==> config.mk <==
export PLATFORM = sky130hd
export DESIGN_NAME = uart_fifo_flat
export DESIGN_NICKNAME = d
export VERILOG_FILES = /design/src/rtl/uart_fifo_if.sv /design/src/rtl/uart_fifo.sv /design/src/flat_wrapper.sv
export SDC_FILE = /design/constraint.sdc
export NUM_CORES = 1
export LEC_CHECK = 0
export ABC_CLOCK_PERIOD_IN_PS = 3000
export BUFFER_PORTS_ARGS = -buffer_cell sky130_fd_sc_hd__buf_4
export CELL_PAD_IN_SITES_DETAIL_PLACEMENT = 0
export CELL_PAD_IN_SITES_GLOBAL_PLACEMENT = 1
export CORE_MARGIN = 2
export CORE_UTILIZATION = 25
export DETAILED_ROUTE_END_ITERATION = 10
export PLACE_DENSITY_LB_ADDON = 0.1
export REMOVE_ABC_BUFFERS = 1
export SKIP_CTS_REPAIR_TIMING = 1
export SYNTH_ARGS = -nofsm -noshare
export SYNTH_HDL_FRONTEND = slang
export SYNTH_SLANG_ARGS = --single-unit
==> constraint.sdc <==
create_clock -name clk_i -period 3 [get_ports clk_i]
set_clock_uncertainty 0.05 [all_clocks]
set_input_delay 0.6 -clock clk_i [delete_from_list [all_inputs] [get_ports clk_i]]
set_output_delay 0.6 -clock clk_i [all_outputs]
set_load 0.02 [all_outputs]
==> src/rtl/uart_fifo_if.sv <==
// Handshake bundle between a uart_fifo and the logic that pushes/pops it.
// The slave modport is the FIFO itself; the master modport is its user.
interface uart_fifo_if #(
  parameter int DATA_W = 8,
  parameter int DEPTH  = 16,
  parameter int ADDR_W = $clog2(DEPTH)
);
  logic              flush_i;
  logic              push_i;
  logic [DATA_W-1:0] push_data_i;
  logic              pop_i;
  logic [DATA_W-1:0] pop_data_o;
  logic              full_o;
  logic              empty_o;
  logic [ADDR_W:0]   count_o;
  logic              overflow_o;
  logic              underflow_o;

  modport slave (
    input  flush_i, push_i, push_data_i, pop_i,
    output pop_data_o, full_o, empty_o, count_o, overflow_o, underflow_o
  );

  modport master (
    output flush_i, push_i, push_data_i, pop_i,
    input  pop_data_o, full_o, empty_o, count_o, overflow_o, underflow_o
  );
endinterface

==> src/rtl/uart_fifo.sv <==
// First-word-fall-through FIFO for the UART data path (one per direction).
// Head word is visible combinationally from registered state; occupancy and
// sticky overflow/underflow flags are exported for status reporting.
module uart_fifo #(
  parameter int DATA_W = 8,
  parameter int DEPTH  = 16,
  parameter int ADDR_W = $clog2(DEPTH)
) (
  input  logic         clk_i,
  input  logic         rst_i,
  uart_fifo_if.slave   bus
);

  localparam logic [ADDR_W:0] PTR_ONE = {{ADDR_W{1'b0}}, 1'b1};

  logic [DATA_W-1:0] mem_q [DEPTH];
  logic [ADDR_W:0]   wr_ptr_q, wr_ptr_d;
  logic [ADDR_W:0]   rd_ptr_q, rd_ptr_d;
  logic [ADDR_W:0]   count_q, count_d;
  logic              overflow_q, overflow_d;
  logic              underflow_q, underflow_d;
  logic              full, empty;
  logic              push_acc, pop_acc, wr_en;

  // Full/empty come straight from the registered pointers: the extra wrap
  // bit distinguishes "same slot, one lap apart" (full) from "equal" (empty).
  assign empty = (wr_ptr_q == rd_ptr_q);
  assign full  = (wr_ptr_q[ADDR_W] != rd_ptr_q[ADDR_W]) &&
                 (wr_ptr_q[ADDR_W-1:0] == rd_ptr_q[ADDR_W-1:0]);

  // A push into a full FIFO is fine when the head leaves in the same cycle;
  // a pop from an empty FIFO never succeeds, even alongside a push.
  assign pop_acc  = bus.pop_i && !empty;
  assign push_acc = bus.push_i && (!full || bus.pop_i);
  assign wr_en    = push_acc && !bus.flush_i;

  // Next-state for pointers, occupancy and sticky error flags.
  always_comb begin
    // NOTE: every variable gets a default first so no path leaves it unassigned (no latch).
    wr_ptr_d    = wr_ptr_q;
    rd_ptr_d    = rd_ptr_q;
    count_d     = count_q;
    overflow_d  = overflow_q;
    underflow_d = underflow_q;
    if (bus.flush_i) begin
      wr_ptr_d    = '0;
      rd_ptr_d    = '0;
      count_d     = '0;
      overflow_d  = 1'b0;
      underflow_d = 1'b0;
    end else begin
      if (push_acc) wr_ptr_d = wr_ptr_q + PTR_ONE;
      if (pop_acc)  rd_ptr_d = rd_ptr_q + PTR_ONE;
      case ({push_acc, pop_acc})
        2'b10:   count_d = count_q + PTR_ONE;
        2'b01:   count_d = count_q - PTR_ONE;
        default: count_d = count_q;
      endcase
      if (bus.push_i && !push_acc) overflow_d  = 1'b1;
      if (bus.pop_i  && !pop_acc)  underflow_d = 1'b1;
    end
  end

  // Control state register with synchronous reset.
  always_ff @(posedge clk_i) begin
    // NOTE: sequential state uses non-blocking assignments so every register samples pre-edge values.
    if (rst_i) begin
      wr_ptr_q    <= '0;
      rd_ptr_q    <= '0;
      count_q     <= '0;
      overflow_q  <= 1'b0;
      underflow_q <= 1'b0;
    end else begin
      wr_ptr_q    <= wr_ptr_d;
      rd_ptr_q    <= rd_ptr_d;
      count_q     <= count_d;
      overflow_q  <= overflow_d;
      underflow_q <= underflow_d;
    end
  end

  // Storage write port.
  always_ff @(posedge clk_i) begin
    // NOTE: the memory has no reset; empty_o guards stale contents and this keeps it mappable to RAM.
    if (wr_en && !rst_i) mem_q[wr_ptr_q[ADDR_W-1:0]] <= bus.push_data_i;
  end

  assign bus.pop_data_o  = empty ? '0 : mem_q[rd_ptr_q[ADDR_W-1:0]];
  assign bus.full_o      = full;
  assign bus.empty_o     = empty;
  assign bus.count_o     = count_q;
  assign bus.overflow_o  = overflow_q;
  assign bus.underflow_o = underflow_q;

endmodule
==> src/flat_wrapper.sv <==
// flat-port wrapper written by rule: the top's interface ports become plain ports
module uart_fifo_flat 
#(
  parameter int DATA_W = 8,
  parameter int DEPTH  = 16,
  parameter int ADDR_W = $clog2(DEPTH)
)
  (clk_i, rst_i, bus_flush_i, bus_push_i, bus_push_data_i, bus_pop_i, bus_pop_data_o, bus_full_o, bus_empty_o, bus_count_o, bus_overflow_o, bus_underflow_o);
  uart_fifo_if #(.DATA_W(DATA_W), .DEPTH(DEPTH), .ADDR_W(ADDR_W)) bus_i ();
  input  logic clk_i;
  input  logic rst_i;
  input wire logic [$bits(bus_i.flush_i)-1:0] bus_flush_i;
  input wire logic [$bits(bus_i.push_i)-1:0] bus_push_i;
  input wire logic [$bits(bus_i.push_data_i)-1:0] bus_push_data_i;
  input wire logic [$bits(bus_i.pop_i)-1:0] bus_pop_i;
  output wire logic [$bits(bus_i.pop_data_o)-1:0] bus_pop_data_o;
  output wire logic [$bits(bus_i.full_o)-1:0] bus_full_o;
  output wire logic [$bits(bus_i.empty_o)-1:0] bus_empty_o;
  output wire logic [$bits(bus_i.count_o)-1:0] bus_count_o;
  output wire logic [$bits(bus_i.overflow_o)-1:0] bus_overflow_o;
  output wire logic [$bits(bus_i.underflow_o)-1:0] bus_underflow_o;
  assign bus_i.flush_i = bus_flush_i;
  assign bus_i.push_i = bus_push_i;
  assign bus_i.push_data_i = bus_push_data_i;
  assign bus_i.pop_i = bus_pop_i;
  assign bus_pop_data_o = bus_i.pop_data_o;
  assign bus_full_o = bus_i.full_o;
  assign bus_empty_o = bus_i.empty_o;
  assign bus_count_o = bus_i.count_o;
  assign bus_overflow_o = bus_i.overflow_o;
  assign bus_underflow_o = bus_i.underflow_o;
  uart_fifo #(.DATA_W(DATA_W), .DEPTH(DEPTH), .ADDR_W(ADDR_W)) u_core (.clk_i(clk_i), .rst_i(rst_i), .bus(bus_i));
endmodule
==> results.md <==
- RD Place Congestion: 0.7112
- Util after Layout: 0.3107
- Area Overhead vs Synth: 22.33%
- Pleak: 0.002426 uW
- Worst r2r src: u_core.rd_ptr_q[2]$_SDFFE_PP0P_
- Sw Pwr: 1003 uW
- Final setup fails: 0
- Clock root buffer: clkbuf_16
- DIE HEIGHT: 158.4 um
- Ant. Diodes: 0
- Layout cell share with drive strength beyond 1: 0.2861
- Syn avg cell area: 17.53 um^2
- GRT Total Usage: 0.1179
- FMAX: 361.0 MHz
- WHS Path Cells: 3
- CTS tree: done
- Ys async rst share: 0
- Number of buffers created by CTS: 17
- Worst r2r path cells: 12
- Avg WL per Cell: 19.12 um
- Vias: 3084
- Total of max-cap violations: 0
- Hold Path End: u_core.bus.overflow_o$_SDFFE_PP0P_
- Count of cell types in the netlist: 35
- DRT Pass-1 Iters: 6
- Unrepaired setup endpoints after global routing: no
- Max IR drop VDD: 0.0003312 V
- Final Net Count: 412
- Clock share of power: 0.480
- Startpoint Class: register
- Post-Syn Instances: 340
- Clk sink count: 149
- Post-synth top flop: edfxtp_1
- Power Internal: 3646 uW
- CP Max Fanout: 14
- Largest net degree at the start of global routing: 33
- Yosys reg bits: 149
- Reg clk slew, reported paths: 0.06 ns
- Top Ports: 30
- Die width: 158.4 um
- Seq/Total Area, Yosys: 0.7154
- Routed WL: 13790 um
- Initial DRC Count: 178
- Crit share post-route: 0.9234
- Final hold vios: 0
- Sequential cell fraction of total power: 0.486
- HP Class: input pin to register
- DR DRC count: 0
- Clock buffer depth: 2
- Post-synth EDFFs: 128
- PortBufs: 29
- Hold Worst Slack: 0.4123 ns
- Cell area after synthesis: 5961 um^2
- Remaining antenna violation count after routing: 0
- Crit end category: output pin
- Die area: 25090 um^2
- Initial antenna violation count: 0
- Worst-skew pair later-pin latency: 0.42 ns
- Worst r2r dst: u_core.bus.count_o[4]$_SDFFE_PP0P_
- Status: completed
- Worst path required time: 2.35 ns
- Total gr overflow: 0
- Row Count: 56
- R2R Setup Slk: 0.24 ns
- Slew headroom: 0.6280
- Post-detail-place hpwl: 8729 um
- Pwr per Cell Area: 637.5 nW/um^2
- Least-Margin Pin Slew: 0.5580 ns
- Tot Pwr: 4649 uW
- Core Box Area: 23470 um^2
- Filler Cells Inserted: 2291
- Vias per cell: 4.277
- CTS H-tree lvls: 4
- First-pass GRT wire length: 20620 um
- Most frequent cells in the layout: edfxtp_1 (128), buf_4 (45), mux4_2 (32)
- Starting Density: 0.2539
- Warning count from the yosys run: 0
- WP data arrival: 2.12 ns
- Commonest non-fill, non-tap cell in the layout: edfxtp_1
- Slew Viols, Final: 0
- Combinational group share of total power: 0.034
- Kind of critical path: register to output pin
- Number of global-route vias before repair: 3358
- Net Sw Frac: 0.2158
- Min-delay src: bus_push_i
- Crit path time final: 2.770 ns
-- worst max-delay path, stage by stage (launching register included) --
cell	delay [ns]
dfxtp_1	0.44
xor2_1	0.20
nor4_2	0.08
and2_1	0.17
buf_4	0.20
nor3_1	0.38
buf_4	0.22
-- area by class of cell --
class	count	area [um^2]	share of cell area
Inverter	10	37.54	0.005148
Tap cell	319	399.1	0.05474
Timing Repair Buffer	48	389.1	0.05336
Multi-Input combinational cell	163	1588	0.2177
Clock inverter	15	188.9	0.02591
Sequential cell	149	4264	0.5848
Clock buffer	17	425.4	0.05834
-- power by group through the flow --
stage,combinational [uW],sequential (uW),clock (uW)
2_1_floorplan,66.8,2310,0
3_3_place_gp,163,2300,0
3_5_place_dp,163,2300,0
4_1_cts,164,2260,2300
5_1_grt,177,2260,2380
6_report,160,2260,2230
-- cell usage after synthesis, types with 6 or more instances --
| cell | count | area [um^2] |
|---|---|---|
| ha_1 | 9 | 112.6 |
| and3_1 | 18 | 112.6 |
| o22ai_1 | 16 | 100.1 |
| nor3_1 | 10 | 50.05 |
| inv_1 | 10 | 37.54 |
| clkbuf_1 | 6 | 22.52 |
| buf_2 | 7 | 35.03 |
| dfxtp_1 | 21 | 420.4 |
| mux4_2 | 32 | 720.7 |
| xor2_1 | 6 | 52.55 |
| edfxtp_1 | 128 | 3844 |
| nand2_1 | 6 | 22.52 |
| a21oi_1 | 12 | 60.06 |
| nor2_1 | 13 | 48.80 |
-- cell families after synthesis --
group / Yosys count / share of synthesized area
adder cells (fa/ha/maj): 10 / 0.02225
flip-flops: 149 / 0.7154
XOR/XNOR: 11 / 0.01616
AND/OR/NAND/NOR: 69 / 0.06360
buffers and inverters: 28 / 0.01910
multiplexers: 34 / 0.1243
AO/OA/AOI/OAI: 39 / 0.03925
-- metrics by stage --
| stage | setup slack [ns] | instance area (um^2) | setup TNS [ns] | instances |
|---|---|---|---|---|
| floorplan | -0.1103 | 5884 | -0.1103 | 322 |
| global placement | 0.2089 | 6669 | 0 | 689 |
| detailed placement | 0.1725 | 6669 | 0 | 689 |
| CTS | 0.06933 | 7283 | 0 | 721 |
| global route | 0.06576 | 7292 | 0 | 721 |
| finish | 0.2297 | 7292 | 0 | 721 |
-- worst max path at each step --
| stage | endpoint | slack, ns | start | cells past startpoint |
|---|---|---|---|---|
| floorplan | u_core.bus.count_o[4]$_SDFFE_PP0P_ | -0.11 | u_core.wr_ptr_q[0]$_SDFFE_PP0P_ | 11 |
| global placement | u_core.bus.count_o[4]$_SDFFE_PP0P_ | 0.21 | u_core.rd_ptr_q[0]$_SDFFE_PP0P_ | 12 |
| detailed placement | u_core.bus.count_o[4]$_SDFFE_PP0P_ | 0.17 | u_core.rd_ptr_q[0]$_SDFFE_PP0P_ | 12 |
| CTS | bus_pop_data_o[1] | 0.07 | register | 5 |
| global route | bus_pop_data_o[1] | 0.07 | register | 5 |
| finish | bus_pop_data_o[1] | 0.23 | u_core.rd_ptr_q[2]$_SDFFE_PP0P_ | 6 |
-- state kept, by name, summed over array words and instances, names as in the netlist, named ones only --
register and cells:
u_core.bus.count_o 5, u_core.bus.overflow_o 1, u_core.bus.underflow_o 1, u_core.rd_ptr_q 5, u_core.wr_ptr_q 5, u_core.mem_q 128
-- per-layer routing --
metal / vias to the layer above / part of all wire / GRT usage
met4: 0 / 0.010 / 0.03218
met2: 45 / 0.52 / 0.2079
li1: 1453 / - / -
met5: - / 0 / 0
met1: 1575 / 0.44 / 0.1423
met3: 11 / 0.034 / 0.03157
Power figures use the tool's default switching activity.
